[config.mk]
export PLATFORM = sky130hd
export DESIGN_NAME = kl8e_tty_flat
export DESIGN_NICKNAME = d
export VERILOG_FILES = /design/src/rtl/kl8e_tty_if.sv /design/src/rtl/kl8e_tty.sv /design/src/flat_wrapper.sv
export SDC_FILE = /design/constraint.sdc
export NUM_CORES = 1
export LEC_CHECK = 0
export CAP_MARGIN = 25
export CORE_MARGIN = 3
export CORE_UTILIZATION = 39
export CTS_CLUSTER_DIAMETER = 80
export DETAILED_ROUTE_END_ITERATION = 12
export HOLD_SLACK_MARGIN = 0.06
export PLACE_DENSITY = 0.79
export SLEW_MARGIN = 10
export SYNTH_ARGS = -nofsm -noshare
export SYNTH_HDL_FRONTEND = slang
export SYNTH_SLANG_ARGS = --single-unit
[constraint.sdc]
create_clock -name clk -period 1.73 [get_ports clk]
set_input_delay 0.346 -clock clk [delete_from_list [all_inputs] [get_ports clk]]
set_output_delay 0.346 -clock clk [all_outputs]
set_load 0.02 [all_outputs]
[src/rtl/kl8e_tty_if.sv]
// KL8E console bus bundle: CPU IOT strobe/data lines plus the UART
// transmit and receive req/ack handshakes, seen from the controller (slave)
// and from whatever drives it (master: CPU and UART side).
interface kl8e_tty_if;
  // CPU IOT bus
  logic        iot;
  logic [5:0]  io_select;
  logic [2:0]  io_op;
  logic [11:0] io_data_in;
  logic [11:0] io_data_out;
  logic        io_data_avail;
  logic        io_clear_ac;
  logic        io_skip;
  logic        io_interrupt;
  // UART transmit side
  logic        tx_req;
  logic        tx_ack;
  logic [7:0]  tx_data;
  logic        tx_empty;
  // UART receive side
  logic        rx_req;
  logic        rx_ack;
  logic        rx_empty;
  logic [7:0]  rx_data;

  modport slave (
    input  iot, io_select, io_op, io_data_in,
    input  tx_ack, tx_empty, rx_ack, rx_empty, rx_data,
    output io_data_out, io_data_avail, io_clear_ac, io_skip, io_interrupt,
    output tx_req, tx_data, rx_req
  );

  modport master (
    output iot, io_select, io_op, io_data_in,
    output tx_ack, tx_empty, rx_ack, rx_empty, rx_data,
    input  io_data_out, io_data_avail, io_clear_ac, io_skip, io_interrupt,
    input  tx_req, tx_data, rx_req
  );
endinterface

[src/rtl/kl8e_tty.sv]
// PDP-8 KL8E console teletype controller. Decodes keyboard and teleprinter
// IOTs, owns both device flags, the keyboard and printer buffers and the
// interrupt enable, and runs the UART receive/transmit req/ack handshakes.
module kl8e_tty #(
  parameter logic [5:0] KBD_DEV       = 6'o03,
  parameter logic [5:0] TTY_DEV       = 6'o04,
  parameter logic       INT_ENA_RESET = 1'b1
) (
  input  logic       clk,
  input  logic       reset,
  kl8e_tty_if.slave  bus
);

  typedef enum logic [1:0] {R_IDLE, R_REQ, R_CAP} rx_state_t;
  typedef enum logic [1:0] {T_IDLE, T_REQ, T_BUSY, T_WAIT} tx_state_t;

  rx_state_t   rx_state_q, rx_state_d;
  tx_state_t   tx_state_q, tx_state_d;

  logic        kbd_flag_q, kbd_flag_d;
  logic        tty_flag_q, tty_flag_d;
  logic        int_ena_q,  int_ena_d;
  logic [7:0]  kbd_buf_q,  kbd_buf_d;
  logic [7:0]  tty_buf_q,  tty_buf_d;

  // IOT decode results
  logic        kbd_sel, tty_sel;
  logic        kbd_clr, kie_wr;
  logic        tfl_set, tcf_clr, tpc;
  logic [11:0] data_out;
  logic        data_avail, clear_ac, skip;

  // FSM side effects
  logic        rx_req, kbd_load;
  logic        tx_req, tty_load, tty_done;

  // Only the low AC bits ever reach a device register.
  logic        unused_ac_hi;
  assign unused_ac_hi = ^bus.io_data_in[11:8];

  // IOT decode: combinational responses to the CPU plus register-update strobes
  always_comb begin
    kbd_sel    = bus.iot && (bus.io_select == KBD_DEV);
    tty_sel    = bus.iot && (bus.io_select == TTY_DEV);
    kbd_clr    = 1'b0;
    kie_wr     = 1'b0;
    tfl_set    = 1'b0;
    tcf_clr    = 1'b0;
    tpc        = 1'b0;
    data_out   = 12'o0000;
    data_avail = 1'b0;
    clear_ac   = 1'b0;
    skip       = 1'b0;
    if (kbd_sel) begin
      unique case (bus.io_op)
        3'o0: kbd_clr = 1'b1;                                   // KCF
        3'o1: skip    = kbd_flag_q;                             // KSF
        3'o2: begin kbd_clr = 1'b1; clear_ac = 1'b1; end        // KCC
        3'o4: begin data_out = {4'b0, kbd_buf_q}; data_avail = 1'b1; end  // KRS
        3'o5: kie_wr  = 1'b1;                                   // KIE
        3'o6: begin                                             // KRB
          kbd_clr    = 1'b1;
          clear_ac   = 1'b1;
          data_out   = {4'b0, kbd_buf_q};
          data_avail = 1'b1;
        end
        default: ;
      endcase
    end
    if (tty_sel) begin
      unique case (bus.io_op)
        3'o0: tfl_set = 1'b1;                                   // TFL
        3'o1: skip    = tty_flag_q;                             // TSF
        3'o2: tcf_clr = 1'b1;                                   // TCF
        3'o4: tpc     = 1'b1;                                   // TPC
        3'o5: skip    = tty_flag_q | kbd_flag_q;                // TSK
        3'o6: begin tcf_clr = 1'b1; tpc = 1'b1; end             // TLS
        default: ;
      endcase
    end
  end

  // Receive FSM: fetch a character only when the buffer is free and the
  // CPU is not touching the keyboard this cycle
  always_comb begin
    rx_state_d = rx_state_q;
    rx_req     = 1'b0;
    kbd_load   = 1'b0;
    unique case (rx_state_q)
      R_IDLE: if (!bus.rx_empty && !kbd_flag_q && !kbd_sel) rx_state_d = R_REQ;
      R_REQ: begin
        rx_req = 1'b1;
        if (bus.rx_ack) rx_state_d = R_CAP;
      end
      R_CAP: begin
        kbd_load   = 1'b1;
        rx_state_d = R_IDLE;
      end
      default: rx_state_d = R_IDLE;
    endcase
  end

  // Transmit FSM: a TPC outside T_IDLE is dropped; T_BUSY blanks tx_empty
  // for one clock so a stale idle indication is not taken as completion
  always_comb begin
    tx_state_d = tx_state_q;
    tx_req     = 1'b0;
    tty_load   = 1'b0;
    tty_done   = 1'b0;
    unique case (tx_state_q)
      T_IDLE: if (tpc) begin
        tty_load   = 1'b1;
        tx_state_d = T_REQ;
      end
      T_REQ: begin
        tx_req = 1'b1;
        if (bus.tx_ack) tx_state_d = T_BUSY;
      end
      T_BUSY: tx_state_d = T_WAIT;
      T_WAIT: if (bus.tx_empty) begin
        tty_done   = 1'b1;
        tx_state_d = T_IDLE;
      end
      default: tx_state_d = T_IDLE;
    endcase
  end

  // Flag and buffer next state; an IOT clear beats a same-cycle hardware set
  always_comb begin
    kbd_flag_d = kbd_flag_q;
    if (kbd_load) kbd_flag_d = 1'b1;
    if (kbd_clr)  kbd_flag_d = 1'b0;
    tty_flag_d = tty_flag_q;
    if (tty_done || tfl_set) tty_flag_d = 1'b1;
    if (tcf_clr)             tty_flag_d = 1'b0;
    int_ena_d  = kie_wr   ? bus.io_data_in[0]   : int_ena_q;
    kbd_buf_d  = kbd_load ? bus.rx_data         : kbd_buf_q;
    tty_buf_d  = tty_load ? bus.io_data_in[7:0] : tty_buf_q;
  end

  // State register; reset also aborts any handshake in flight
  always_ff @(posedge clk) begin
    if (reset) begin
      rx_state_q <= R_IDLE;
      tx_state_q <= T_IDLE;
      kbd_flag_q <= 1'b0;
      tty_flag_q <= 1'b0;
      int_ena_q  <= INT_ENA_RESET;
      kbd_buf_q  <= 8'h00;
      tty_buf_q  <= 8'h00;
    end else begin
      rx_state_q <= rx_state_d;
      tx_state_q <= tx_state_d;
      kbd_flag_q <= kbd_flag_d;
      tty_flag_q <= tty_flag_d;
      int_ena_q  <= int_ena_d;
      kbd_buf_q  <= kbd_buf_d;
      tty_buf_q  <= tty_buf_d;
    end
  end

  assign bus.io_data_out   = data_out;
  assign bus.io_data_avail = data_avail;
  assign bus.io_clear_ac   = clear_ac;
  assign bus.io_skip       = skip;
  assign bus.io_interrupt  = int_ena_q & (kbd_flag_q | tty_flag_q);
  assign bus.tx_req        = tx_req;
  assign bus.tx_data       = tty_buf_q;
  assign bus.rx_req        = rx_req;

endmodule
[src/flat_wrapper.sv]
// flat-port wrapper written by rule: the top's interface ports become plain ports
module kl8e_tty_flat 
#(
  parameter logic [5:0] KBD_DEV       = 6'o03,
  parameter logic [5:0] TTY_DEV       = 6'o04,
  parameter logic       INT_ENA_RESET = 1'b1
)
  (clk, reset, bus_iot, bus_io_select, bus_io_op, bus_io_data_in, bus_tx_ack, bus_tx_empty, bus_rx_ack, bus_rx_empty, bus_rx_data, bus_io_data_out, bus_io_data_avail, bus_io_clear_ac, bus_io_skip, bus_io_interrupt, bus_tx_req, bus_tx_data, bus_rx_req);
  kl8e_tty_if bus_i ();
  input  logic clk;
  input  logic reset;
  input wire logic [$bits(bus_i.iot)-1:0] bus_iot;
  input wire logic [$bits(bus_i.io_select)-1:0] bus_io_select;
  input wire logic [$bits(bus_i.io_op)-1:0] bus_io_op;
  input wire logic [$bits(bus_i.io_data_in)-1:0] bus_io_data_in;
  input wire logic [$bits(bus_i.tx_ack)-1:0] bus_tx_ack;
  input wire logic [$bits(bus_i.tx_empty)-1:0] bus_tx_empty;
  input wire logic [$bits(bus_i.rx_ack)-1:0] bus_rx_ack;
  input wire logic [$bits(bus_i.rx_empty)-1:0] bus_rx_empty;
  input wire logic [$bits(bus_i.rx_data)-1:0] bus_rx_data;
  output wire logic [$bits(bus_i.io_data_out)-1:0] bus_io_data_out;
  output wire logic [$bits(bus_i.io_data_avail)-1:0] bus_io_data_avail;
  output wire logic [$bits(bus_i.io_clear_ac)-1:0] bus_io_clear_ac;
  output wire logic [$bits(bus_i.io_skip)-1:0] bus_io_skip;
  output wire logic [$bits(bus_i.io_interrupt)-1:0] bus_io_interrupt;
  output wire logic [$bits(bus_i.tx_req)-1:0] bus_tx_req;
  output wire logic [$bits(bus_i.tx_data)-1:0] bus_tx_data;
  output wire logic [$bits(bus_i.rx_req)-1:0] bus_rx_req;
  assign bus_i.iot = bus_iot;
  assign bus_i.io_select = bus_io_select;
  assign bus_i.io_op = bus_io_op;
  assign bus_i.io_data_in = bus_io_data_in;
  assign bus_i.tx_ack = bus_tx_ack;
  assign bus_i.tx_empty = bus_tx_empty;
  assign bus_i.rx_ack = bus_rx_ack;
  assign bus_i.rx_empty = bus_rx_empty;
  assign bus_i.rx_data = bus_rx_data;
  assign bus_io_data_out = bus_i.io_data_out;
  assign bus_io_data_avail = bus_i.io_data_avail;
  assign bus_io_clear_ac = bus_i.io_clear_ac;
  assign bus_io_skip = bus_i.io_skip;
  assign bus_io_interrupt = bus_i.io_interrupt;
  assign bus_tx_req = bus_i.tx_req;
  assign bus_tx_data = bus_i.tx_data;
  assign bus_rx_req = bus_i.rx_req;
  kl8e_tty #(.KBD_DEV(KBD_DEV), .TTY_DEV(TTY_DEV), .INT_ENA_RESET(INT_ENA_RESET)) u_core (.clk(clk), .reset(reset), .bus(bus_i));
endmodule
Word level (Yosys, flattened, before mapping)
Index checks and enable logic that the tools add are counted.

Bits in registers: 23. Input bits: 36. Logic and storage cells: 76. Output and inout bits: 26.

Equal/unequal tests: 17. Reduce and logical (&&, ||, !) cells: 18. Muxes and demuxes: 32. Bitwise logic cells: 2.

Operator list (number): $mux 1 (22); $mux 12 (1); $mux 2 (5); $eq 3x3->1 const B (3); $mux 8 (1); $pmux 2 s4 (1); $reduce_or 2->1 (4); $eq 2x2->1 const B (3); $eq 6x2->1 const B (1); $eq 6x3->1 const B (1); $ne 2x2->1 const B (3); $eq 2x1->1 const B (2); $logic_and 1x1->1 (4); $logic_not 2->1 (2); $ne 2x1->1 const B (2); $pmux 2 s2 (1); $eq 3x1->1 const B (1); $eq 3x2->1 const B (1); $logic_not 1->1 (3); $logic_not 3->1 (1); $reduce_and 3->1 (1); $reduce_or 3->1 (1); $pmux 1 s2 (1); $reduce_and 2->1 (1); 3 further kinds (3).

Depth between registers and ports, before layout
Word-level depth: 6. Gate-level depth with buffers: 5. Gate-level depth less buffers: 5.

Worst setup path after synthesis
OpenSTA, ideal clock, no wires.

Path kind: input to output. Start point: input port bus_io_select[0]. End point: output port bus_io_skip. Stages: 4. Data required time: 1.384 ns. Path buffers: 0. Arrival: 1.778 ns. Slack: -0.394 ns. Cell sequence: or3b_2 > mux2i_1 > a22oi_1 > nor4b_1.

Cells in the longest elaborated chain, start to end: 5. Elaborated cells between the ends (all ways): 7. Those cells by class: 2 x eq/ne; 3 x mux; 2 x reduce/logical.

RTL lines: from (decl) (line flat_wrapper.sv:13) `input wire logic [$bits(bus_i.io_select)-1:0] bus_io_select;`; $eq 6x2->1 (line kl8e_tty.sv:43) `kbd_sel = bus.iot && (bus.io_select == KBD_DEV);`; $logic_and 1x1->1 (line kl8e_tty.sv:43); $mux 1 (line kl8e_tty.sv:54) `if (kbd_sel) begin`; $pmux 1 s2 (line kl8e_tty.sv:71) `unique case (bus.io_op)`; $mux 1 (*) (line kl8e_tty.sv:70) `if (tty_sel) begin`; to (decl) (line flat_wrapper.sv:24) `output wire logic [$bits(bus_i.io_skip)-1:0] bus_io_skip;`.

Mark *: on every way between the ends. The rest lies on a longest branch, timed or not.

Final worst setup path
Start point: input port bus_io_select[5]. End point: output port bus_io_data_out[6].

Cells in the longest elaborated chain, start to end: 3.

RTL lines: $eq 6x2->1 (line kl8e_tty.sv:43); $logic_and 1x1->1 (line kl8e_tty.sv:43); $mux 12 (line kl8e_tty.sv:54); to (decl) (line flat_wrapper.sv:21) `output wire logic [$bits(bus_i.io_data_out)-1:0] bus_io_data_out;`.

No other way between the ends.

==> results.txt <==
Status: finished with violations
Violated checks: setup timing
Mean post-synth cell area: 8.90 sq um
Pleak: 0.000887 uW
Post-synthesis sequential area ratio: 38.9%
CP arrival: 1.63 ns
Synth top area cells: dfxtp_1 (39%), mux2i_1 (9.3%), nand2_1 (5.4%), ha_1 (5.3%), and2_1 (4.2%)
FF-to-FF setup slack: 0.34 ns
Synth top cells by count: dfxtp_1 (23), nand2_1 (17), mux2i_1 (11)
Setup Viol. Count Final: 11
Worst r2r src: u_core.tx_state_q[0]$_SDFFE_PP0P_
Final worst slack: -0.249 ns
Die H: 61.1 um
Cell Rows: 19
Max VDD drop: 0.407 mV
Gr usage total: 18.8%
CP peak stage delay: 0.55 ns
Critical path type: input port to output port
Congestion Overflow GR: 0
Tmin final: 1.98 ns
Mapped Area: 1180 sq um
Mapped Cells: 133
Worst-path clk slew: 0.12 ns
DR iter-0 viols: 20
IO Pins: 62
Levels on crit path: 6
Final ANT Viol Nets: 0
CTS HTree Levels: 1
DR WL/cell: 13.5 um
First-pass GRT wire length: 5130 um
Setup crit start kind: input port
Setup WS pre-CTS: -1.05 ns
HPWL after DPL: 2530 um
Capture point of the worst path: bus_io_data_out[6]
Hold bufs inserted after CTS: 0
Clock Path Buffers: 2
Area of the multi-input gates: 702 sq um
PD cells: 522 nW/um^2
Hold Vio Cnt, Final: 0
EDFF count, synth: 0
Inserted Clock Buffers: 3
Register bit total from synthesis: 23
Worst-path fanout max: 4
Drt via density: 4.89
Starting density of the core: 41.8%
Share of layout cells above drive strength 1: 29.0%
Final setup skew: 0.00536 ns
Rel. slew slack: 57.1%
Clk_lat worst skew: 0.31 ns
Ys flop type: dfxtp_1
Vias in the first global route: 1167
Placer congestion estimate: 0.732
Die Wd: 61.1 um
IO buf count: 53
Vias: 1163
Max Cap Viol: 0
Critical Path Start: bus_io_select[5]
WP buf/inv: 3
Max-slew violations: 0
Clock net sink count: 23
Core ar.: 2830 sq um
Post-synth ARST share: 0%
DRC: 0
WL final: 3200 um
RSZ-0062 raised after global routing: yes
Slowest-stage cell, CP: or4b_4
Hold/Removal Path Class: flop to flop
Synth Warn #: 0
Nets: 249
Synth top area share: 38.9%
Achievable Freq: 0.505 GHz
Reg2reg end: u_core.tx_state_q[1]$_SDFFE_PP0P_
Initial antenna violation count: 0
Clk root buf: clkbuf_4
Worst-path cell chain: buf_6, or4b_4, nor4_4, buf_4, and2_4, buf_6
Drt pass-1 iters: 5
Critical Path RT: 1.38 ns
Crit-path leading delay family: simple AND/OR/NAND/NOR gates
Filler Cell Count: 224
Area grow syn2layout: 64.4%
Full die area: 3730 sq um
ANT cells: 0
Tot Pwr: 1020 uW
Crit. End Element: output port
Largest net degree at the start of global routing: 13
Slew @ Worst Pin: 0.643 ns
Worst reg-to-reg path cell count: 4
Crit-path most repeated cell: buf_6
Seq. cell area: 462 sq um
Cell taking the most area after synthesis: dfxtp_1
TritonCTS clock tree: built
Final worst path period share: 114%
Synth unique cells: 33
Hold_ws: 0.468 ns
Count leader, synth: dfxtp_1
[worst min-delay path: stages (launching register included)]
cell and delay, ns:
dfxtp_1 0.33, nand2_1 0.05, a21oi_1 0.05
[layout by cell type, fill, tap and decap left out, drive strengths merged, types with 2 or more instances in the layout]
master	instances
a21oi	9
and2	8
buf	39
clkbuf	4
clkdlybuf4s50	31
conb	4
dfxtp	23
dlygate4sd2	4
ha	5
inv	6
mux2i	11
nand2	17
nand2b	5
nand3b	2
nor2	10
nor2b	5
nor3	6
nor3b	2
nor4b	2
[layer usage]
| metal | share of wire, % | GRT usage, % | vias to the layer above |
|---|---|---|---|
| met5 | 0 | 0 | - |
| met1 | 40 | 21.0 | 518 |
| met4 | 2.3 | 8.36 | 0 |
| li1 | - | - | 594 |
| met2 | 49 | 32.0 | 44 |
| met3 | 8.6 | 6.92 | 7 |
[stage by stage]
step | TNS [ns] | instances | utilization, % | area (sq um)
6_report | -2.45 | 238 | 68.8 | 1950
5_1_grt | -2.99 | 238 | 68.8 | 1950
3_3_place_gp | -14.23 | 231 | 66.7 | 1890
2_1_floorplan | -1.85 | 136 | - | 1220
3_5_place_dp | -14.83 | 231 | 66.7 | 1890
4_1_cts | -3.72 | 238 | 68.2 | 1930
[cell type report]
type	count	share of cell area, %
multi-input combinational	99	36.1
timing repair buffer	75	35.7
sequential	23	23.7
tap	31	1.99
clock buffer	4	1.35
inverter	6	1.16
[worst min-delay path by stage]
stage / end / slack (ns) / from / cells after the start
finish: u_core.kbd_buf_q[3]$_SDFFE_PP0N_ / 0.47 / u_core.kbd_buf_q[3]$_SDFFE_PP0N_ / 2
floorplan: u_core.kbd_buf_q[0]$_SDFFE_PP0N_ / 0.43 / u_core.kbd_buf_q[0]$_SDFFE_PP0N_ / 2
global route: u_core.kbd_buf_q[3]$_SDFFE_PP0N_ / 0.50 / u_core.kbd_buf_q[3]$_SDFFE_PP0N_ / 2
detailed placement: u_core.kbd_buf_q[3]$_SDFFE_PP0N_ / 0.45 / u_core.kbd_buf_q[3]$_SDFFE_PP0N_ / 2
global placement: u_core.kbd_buf_q[2]$_SDFFE_PP0N_ / 0.44 / u_core.kbd_buf_q[2]$_SDFFE_PP0N_ / 2
CTS: u_core.kbd_buf_q[2]$_SDFFE_PP0N_ / 0.47 / u_core.kbd_buf_q[2]$_SDFFE_PP0N_ / 2
[power by group]
group	leakage, uW	switching (uW)	internal, uW
logic	0.000685	92.5	121
registers	0.000186	11.3	542
clock network	0.0000150	159	90.2
[state kept, by name, summed over array words and instances, names as in the netlist]
register,count
u_core.bus.tx_data,8
u_core.tty_flag_q,1
u_core.kbd_flag_q,1
u_core.tx_state_q,2
u_core.kbd_buf_q,8
u_core.int_ena_q,1
u_core.rx_state_q,2
[logic make-up after synthesis]
group                      share of synthesized area (%)
muxes                                               9.30
buffers and inverters                               6.34
DFF                                                 38.9
and+or+nand+nor                                     30.8
other                                              0.317
adders and majority gates                           5.29
AOI/OAI and AO/OA                                   9.09
[what timing repair did]
item	in CTS	in global routing
cloned	1	0
pin swaps	12	5
setup endpoints to repair	17	12
gates resized for setup	104	7
buffers inserted	2	0
Power figures use the tool's default switching activity.
